--- config.mk ---
export PLATFORM = sky130hd
export DESIGN_NAME = led_arbiter
export DESIGN_NICKNAME = d
export VERILOG_FILES = /design/src/rtl/led_arbiter.sv
export SDC_FILE = /design/constraint.sdc
export NUM_CORES = 1
export LEC_CHECK = 0
export ABC_CLOCK_PERIOD_IN_PS = 18980
export CAP_MARGIN = 5
export CORE_MARGIN = 10
export CORE_UTILIZATION = 50
export DETAILED_ROUTE_END_ITERATION = 8
export GPL_ROUTABILITY_DRIVEN = 1
export GPL_TIMING_DRIVEN = 1
export PLACE_DENSITY = 0.81
export SLEW_MARGIN = 20
export SYNTH_ARGS = -nofsm -noshare
export SYNTH_HDL_FRONTEND = slang
export SYNTH_SLANG_ARGS = --single-unit
--- constraint.sdc ---
create_clock -name CLK -period 18.98 [get_ports CLK]
set_input_delay 5.694 -clock CLK [delete_from_list [all_inputs] [get_ports CLK]]
set_output_delay 5.694 -clock CLK [all_outputs]
set_load 0.05 [all_outputs]
--- src/rtl/led_arbiter.sv ---
// Round-robin, non-preemptive sharing of the two board LEDs between four requesters,
// with a blank gap after each display and a heartbeat blink when idle.
module led_arbiter #(
  parameter int unsigned TICK_DIV        = 50000,
  parameter int unsigned HEARTBEAT_TICKS = 500,
  parameter int unsigned GAP_TICKS       = 1
) (
  input  logic        CLK,
  input  logic        RST,
  input  logic [3:0]  req,
  input  logic [7:0]  pat,
  input  logic [31:0] dur,
  output logic [3:0]  gnt,
  output logic [3:0]  done,
  output logic [1:0]  LED
);

  localparam int unsigned CW = 32;
  localparam int unsigned PW = (TICK_DIV > 1) ? $clog2(TICK_DIV) : 1;
  localparam int unsigned HW = (HEARTBEAT_TICKS > 1) ? $clog2(HEARTBEAT_TICKS) : 1;

  typedef enum logic [1:0] {S_IDLE, S_SHOW, S_GAP} state_e;

  state_e          state_q;
  logic [PW-1:0]   presc_q, presc_d;
  logic [HW-1:0]   hb_cnt_q, hb_cnt_d;
  logic            hb_led_q, hb_led_d;
  logic            hb_tick, hb_wrap;
  logic [CW-1:0]   cnt_q, lim_q;
  logic [1:0]      pat_q, led_q;
  logic [1:0]      last_q;
  logic [3:0]      gnt_q, done_q;
  logic [1:0]      sel_idx;
  logic [1:0]      sel_pat;
  logic [7:0]      sel_raw;
  logic [CW-1:0]   sel_lim;

  // First requester with req high, searching upward from last+1 and wrapping.
  function automatic logic [1:0] rr_pick(input logic [1:0] last, input logic [3:0] r);
    logic [1:0] idx;
    logic       found;
    rr_pick = last;
    found   = 1'b0;
    for (int k = 1; k <= 4; k++) begin
      idx = last + 2'(k);
      if (r[idx] && !found) begin
        rr_pick = idx;
        found   = 1'b1;
      end
    end
  endfunction

  // Free-running tick prescaler and heartbeat toggle.
  always_comb begin
    hb_tick  = (presc_q == PW'(TICK_DIV - 1));
    hb_wrap  = hb_tick && (hb_cnt_q == HW'(HEARTBEAT_TICKS - 1));
    presc_d  = hb_tick ? '0 : presc_q + PW'(1);
    hb_cnt_d = hb_cnt_q;
    if (hb_tick) hb_cnt_d = hb_wrap ? '0 : hb_cnt_q + HW'(1);
    hb_led_d = hb_wrap ? ~hb_led_q : hb_led_q;
  end

  // Grant candidate; a zero duration is shown for one tick.
  always_comb begin
    sel_idx = rr_pick(last_q, req);
    sel_pat = pat[{sel_idx, 1'b0} +: 2];
    sel_raw = dur[{sel_idx, 3'b000} +: 8];
    sel_lim = CW'((sel_raw == 8'd0) ? 8'd1 : sel_raw) * CW'(TICK_DIV) - CW'(1);
  end

  always_ff @(posedge CLK or posedge RST) begin
    if (RST) begin
      state_q  <= S_IDLE;
      presc_q  <= '0;
      hb_cnt_q <= '0;
      hb_led_q <= 1'b0;
      cnt_q    <= '0;
      lim_q    <= '0;
      pat_q    <= 2'b00;
      led_q    <= 2'b00;
      last_q   <= 2'd3;
      gnt_q    <= 4'b0000;
      done_q   <= 4'b0000;
    end else begin
      presc_q  <= presc_d;
      hb_cnt_q <= hb_cnt_d;
      hb_led_q <= hb_led_d;
      done_q   <= 4'b0000;
      case (state_q)
        S_IDLE: begin
          led_q <= {1'b0, hb_led_d};
          if (|req) begin
            gnt_q   <= 4'b0001 << sel_idx;
            pat_q   <= sel_pat;
            led_q   <= sel_pat;
            lim_q   <= sel_lim;
            last_q  <= sel_idx;
            cnt_q   <= '0;
            state_q <= S_SHOW;
          end
        end
        S_SHOW: begin
          led_q <= pat_q;
          if (cnt_q == lim_q) begin
            gnt_q   <= 4'b0000;
            done_q  <= gnt_q;
            led_q   <= 2'b00;
            cnt_q   <= '0;
            state_q <= S_GAP;
          end else begin
            cnt_q <= cnt_q + CW'(1);
          end
        end
        S_GAP: begin
          led_q <= 2'b00;
          if (cnt_q == CW'(GAP_TICKS * TICK_DIV - 1)) begin
            led_q   <= {1'b0, hb_led_d};
            cnt_q   <= '0;
            state_q <= S_IDLE;
          end else begin
            cnt_q <= cnt_q + CW'(1);
          end
        end
        default: begin
          state_q <= S_IDLE;
          gnt_q   <= 4'b0000;
          led_q   <= 2'b00;
          cnt_q   <= '0;
        end
      endcase
    end
  end

  assign gnt  = gnt_q;
  assign done = done_q;
  assign LED  = led_q;

endmodule

* Yosys cells after proc, flatten, opt, wreduce, memory -nomap -nowiden *
Cells that the tools add are included.

storage, ports and cells
  bits of input ports = 46
  word-level logic and storage cells = 86
  register bits = 106

operators by class
  add/sub/neg operators = 7
  multiplexer cells = 36
  order comparisons = 4
  equal/unequal tests = 9
  bitwise operators = 2
  shifts and indexed selects = 3
  multipliers = 1
  reduce and logical (&&, ||, !) cells = 13

operator list
  kind                                                        number
  two-way mux 32 bit                                          3
  one-hot mux 32 bit (3 select lines)                         1
  adder 32 x 1 -> 32 bit, second input constant               1
  == test 32 x 16 -> 1 bit, second input constant             1
  == test 32 bit                                              1
  variable part select 32 x 6 -> 8 bit                        1
  subtractor 24 x 1 -> 25 bit, second input constant          1
  multiplier 8 x 12 -> 20 bit, second input constant          1
  two-way mux 2 bit                                           9
  adder 16 x 1 -> 16 bit, second input constant               1
  == test 16 bit, second input constant                       1
  two-way mux 16 bit                                          1
  two-way mux 4 bit                                           4
  less-than comparator 2 x 3 -> 1 bit, second input constant  4
  one-hot mux 2 bit (3 select lines)                          2
  one-hot mux 4 bit (3 select lines)                          1
  adder 9 x 1 -> 9 bit, second input constant                 1
  == test 9 bit, second input constant                        1
  two-way mux 1 bit                                           9
  two-way mux 9 bit                                           1
  binary-select mux 1 bit (select 2 bit)                      4
  zero test 8 bit                                             1
  two-way mux 8 bit                                           1
  variable part select 8 x 4 -> 2 bit                         1
  other kinds (13)                                            23

* Longest topological paths before layout *
  depth after elaboration = 18
  gate-level depth with buffers = 23

* Worst setup path after synthesis *
Ideal clock, no wire load.

  path kind = input to register
  from = in req[2]
  to = reg lim_q[17]
  buffers on the path = 0
  setup time = 0.125 ns
  cell stages on the path = 18
  slack = 7.492 ns
  arrival = 11.363 ns
  required time = 18.855 ns
  cells stage by stage = mux2i_1 -> a221oi_4 -> mux4_2 -> nor4_4 -> a31o_2 -> inv_1 -> fa_1 -> inv_1 -> ha_1 -> ha_1 -> fa_1 -> xor2_1 -> or2_2 -> nor4_1 -> nand3_1 -> a2111oi_2 -> xnor3_1 -> mux2_4

between the ends
  longest elaborated chain between the ends = 17
  elaborated cells between the ends (all ways) = 28

RTL lines
  what                                     line  RTL
  start, declared                          10    input logic [3:0] req,
  binary-select mux 1 bit (select 2 bit)   46    if (r[idx] && !found) begin
  two-way mux 1 bit (implied by the code)  46
  two-way mux 1 bit                        46
  zero test 1 bit                          46
  logical AND 1 bit                        46
  two-way mux 1 bit                        46
  zero test 1 bit                          46
  logical AND 1 bit                        46
  two-way mux 1 bit                        46
  zero test 1 bit                          46
  logical AND 1 bit                        46
  two-way mux 2 bit                        46
  variable part select 32 x 6 -> 8 bit     67    sel_raw = dur[{sel_idx, 3'b000} +: 8];
  zero test 8 bit                          68    sel_lim = CW'((sel_raw == 8'd0) ? 8'd1 : sel_raw) * CW'(TICK_DIV) - CW'(1);
  two-way mux 8 bit                        68
  multiplier 8 x 12 -> 20 bit              68
  subtractor 24 x 1 -> 25 bit              68
  end signal, assigned                     96    lim_q <= sel_lim;
  end, declared                            29    logic [CW-1:0] cnt_q, lim_q;

Several ways; a longest one is shown, not always the timed one. The select of a mux whose other input is x is not followed.
A chain may end at the register's enable or synchronous reset.

* Worst setup path after layout *
  from = in req[0]
  to = reg lim_q[17]

The elaborated chain is that of the path after synthesis.

==> impl_results.md <==
* Mapped Cells at 714
* Antenna diodes at 0
* Via/cell ratio at 5.58
* Sequential share of the synthesized area at 35.3%
* Routed len/inst at roughly 16 um
* PostCTS Resize Cnt at 0
* Arrival @ worst endpoint at 12.85 ns
* CP endpoint kind: flip-flop
* Layout Nets at 882
* CP Class: in -> reg
* RSZ-0062 raised after global routing: false
* Die Wd at around 140 um
* Final Power at 0.000971 W
* Xor-xnor portion of the synthesized cell area at 12.3%
* DRT Pass-1 Iters at 6
* Status: finished, final reports clean
* Pin count of the biggest net entering global routing at 73
* Min cycle time layout at between 10 and 15 ns
* Fraction of registers with async set or reset after synthesis at 100%
* Worst Hold Launch: presc_q[0]
* DRT antenna net count at 0
* Detailed Place HPWL at roughly 12000 um
* Vias at 5281
* Fin crit share at 66.6%
* Hold_buf cts at 0
* Hold Path Stages at 1
* Post-CTS Setup Repair Bufs at 0
* CTS tree: done
* Synth unique cells at 66
* Critical path fanouts, max at 15
* Avg Cell Area, Syn at 9.54 um^2
* Reg2reg path depth at 19
* Largest family of logic cells by synthesized area: simple AND/OR/NAND/NOR gates
* Leak at 3.49 nW
* YS warnings at 0
* Starting Density at 51.3%
* Post-Syn Area at 0.00681 mm^2
* Total clock sinks at 96
* H-tree depth at 3
* Initial antenna violation count at 0
* Worst min-delay path class: reg -> reg
* Gpl congestion at 0.859
* Layout area overhead at 15.4%
* GRT Overall Usage at between 10% and 20%
* Drt total wl at 14900 um
* Area share of fa/ha/maj cells after synthesis at 14.4%
* Gr ovfl total at 0
* Post-route clock skew at 0.0122 ns
* Number of buffers added on ports at 55
* Clock transition at path regs at 0.07 ns
* Slew @ Worst Pin at 0.886 ns
* Peak Freq at approximately 0.08 GHz
* Hold Path Sink: presc_q[0]
* Post-synthesis mux area share at about 5%
* Net Count, Synth at between 800 and 900
* Post-route DRC at 0
* Filler instances at 1098
* Maximum buffer depth of the clock tree at 2
* R2R Path End: lim_q[17]
* Pins Over Slew Limit at 0
* Synth Flop Type: dfrtp_1
* Vias in the first global route at between 5000 and 6000
* RR Startpoint: last_q[1]
* Die Span Y at 137 um
* Compound-Gate Fraction of Synth Area at 10.0%
* Max cap viols at 0
* Final setup fails at 0
* Post-synth EDFFs at 0
* Row cnt at 42
* R2R setup slack at 11.65 ns
* Core outline area at 0.0133 mm^2
* Hold violation count in the final report at 0
* Relative slew slack at between 40% and 50%
* Startpoint class of the critical path: primary input
* Worst skew pair latency at 0.34 ns
* Cts bufs inserted at 9
* Global-route wire length before repair at 25000 um
* Initial DRC count at 476
* Root Driver: clkbuf_16
* Power per cell area at 123 mW/mm^2
* Critical Path RT at between 15 and 20 ns
* Worst vdd ir at 77.3 uV
* Yosys reg bits at 96
* Synth Area in Simple Gates at 19.3%
* Top Ports at 56
* Setup TNS Final at 0 ns
* Ratio of cells with drive above 1 in the final layout at 6.23%
* Die Area at 0.0187 mm^2
==> where the power goes <==
part | leakage, nW | internal [W] | switching [W]
clock | 0.159 | 0.000123 | 0.0000767
sequential | 1.29 | 0.000210 | 0.00000716
combinational | 2.04 | 0.000237 | 0.000317
==> metrics by stage <==
stage,util (%),instance area (um^2),setup WS (ns),hold WS [ns],std cells
after floorplan,-,6810,7.49,0.425,714
after global placement,56.6,7530,6.27,0.444,930
after detailed placement,56.6,7530,6.07,0.452,930
after CTS,59.1,7860,6.39,0.462,946
after global routing,59.1,7860,5.87,0.497,946
final,59.1,7860,6.35,0.457,946
==> critical path: stages <==
cell             delay [ns]
clkdlybuf4s50_1        0.55
mux2i_1                0.15
a221oi_4               0.69
mux4_2                 0.67
nor4_4                 0.62
a31o_2                 0.31
inv_1                  0.09
fa_1                   0.50
inv_1                  0.05
ha_1                   0.29
ha_1                   0.35
fa_1                   0.46
a21oi_1                0.22
o21ai_0                0.13
xnor2_1                0.18
nor4_1                 0.74
nand3_1                0.25
a2111oi_2              0.34
xnor3_1                0.28
mux2_4                 0.26
==> metal layers <==
metal | up-vias | share of wire (%) | track usage, %
met2 | 112 | 51 | 27.9
met4 | 0 | 2.1 | 6.33
met1 | 2542 | 43 | 19.6
met5 | - | 0 | 0
met3 | 21 | 4.0 | 3.30
li1 | 2606 | - | -
==> placed cells by master (no fill, tap or decap), types with 3 or more instances in the layout <==
cell             netlist  routed
nand4_1               20      20
mux2i_1                5       5
ha_1                  59      59
fa_1                  12      12
a21o_1                 4       4
nor2b_1                4       4
o2111ai_1              3       3
inv_1                 45      44
mux4_2                 5       5
a21oi_1               19      18
nand2b_1               5       5
nor2_1                75      75
a211oi_1               6       6
o21ai_0               33      33
a31oi_1                4       4
buf_4                  1       4
nor4_1                 8       8
clkbuf_16              0       9
nand3_1               26      26
xnor2_1               56      56
nor3_1                14      14
or3_1                  5       5
clkdlybuf4s50_1        0      55
a211o_1                3       3
or2_2                  4       4
and3_1                11      11
xor2_1                37      37
mux4_1                 6       6
dfrtp_1               94      94
nand2_1               81      81
and4_1                 4       4
o211ai_1               4       4
==> state kept, by name, summed over array words and instances (netlist names), 4 cells and up <==
name and cells:
cnt_q 32, done 4, gnt 4, hb_cnt_q 9
lim_q 22, presc_q 16
==> layout make-up <==
class / count / area, um^2 / area share, %
Multi-Input combinational cell: 554 / 4150 / 52.8
Sequential cell: 96 / 2400 / 30.6
Timing Repair Buffer: 59 / 581 / 7.39
Clock buffer: 12 / 256 / 3.26
Tap cell: 176 / 220 / 2.80
Inverter: 45 / 171 / 2.18
Clock inverter: 4 / 76.3 / 0.971
==> kinds of logic (layout without fill, tap and decap cells) <==
logic type      after synthesis  after routing
fa+ha+maj                    71             71
buf+inv                      64            120
compound gates              100            100
mux                          17             17
flops                        96             96
simple gates                272            272
xor+xnor                     94             94
==> cells in the mapped netlist, types with 3 or more instances <==
cell / n / area (um^2)
or2_2: 4 / 25.0
mux4_1: 6 / 158
a21o_1: 4 / 30.0
ha_1: 59 / 738
nand4_1: 20 / 125
o211ai_1: 4 / 30.0
inv_1: 45 / 169
nor2b_1: 4 / 25.0
nor3_1: 14 / 70.1
nor2_1: 75 / 282
xor2_1: 37 / 324
nor4_1: 8 / 50.1
clkbuf_1: 13 / 48.8
a211o_1: 3 / 26.3
and4_1: 4 / 35.0
dfrtp_1: 94 / 2350
a211oi_1: 6 / 45.0
mux4_2: 5 / 113
xnor2_1: 56 / 490
o2111ai_1: 3 / 26.3
or3_1: 5 / 31.3
fa_1: 12 / 240
a31oi_1: 4 / 25.0
nand2_1: 81 / 304
nand3_1: 26 / 130
mux2i_1: 5 / 50.1
o21ai_0: 33 / 165
a21oi_1: 19 / 95.1
and3_1: 11 / 68.8
nand2b_1: 5 / 31.3
==> worst max path at each step <==
stage	from	endpoint	cells past startpoint
CTS	req[0]	lim_q[17]	19
global route	req[0]	lim_q[17]	20
floorplan	req[2]	lim_q[17]	18
finish	req[0]	lim_q[17]	20
detailed placement	req[0]	lim_q[17]	19
global placement	req[2]	lim_q[17]	19
No activity file was read; power rests on OpenSTA's default activity.
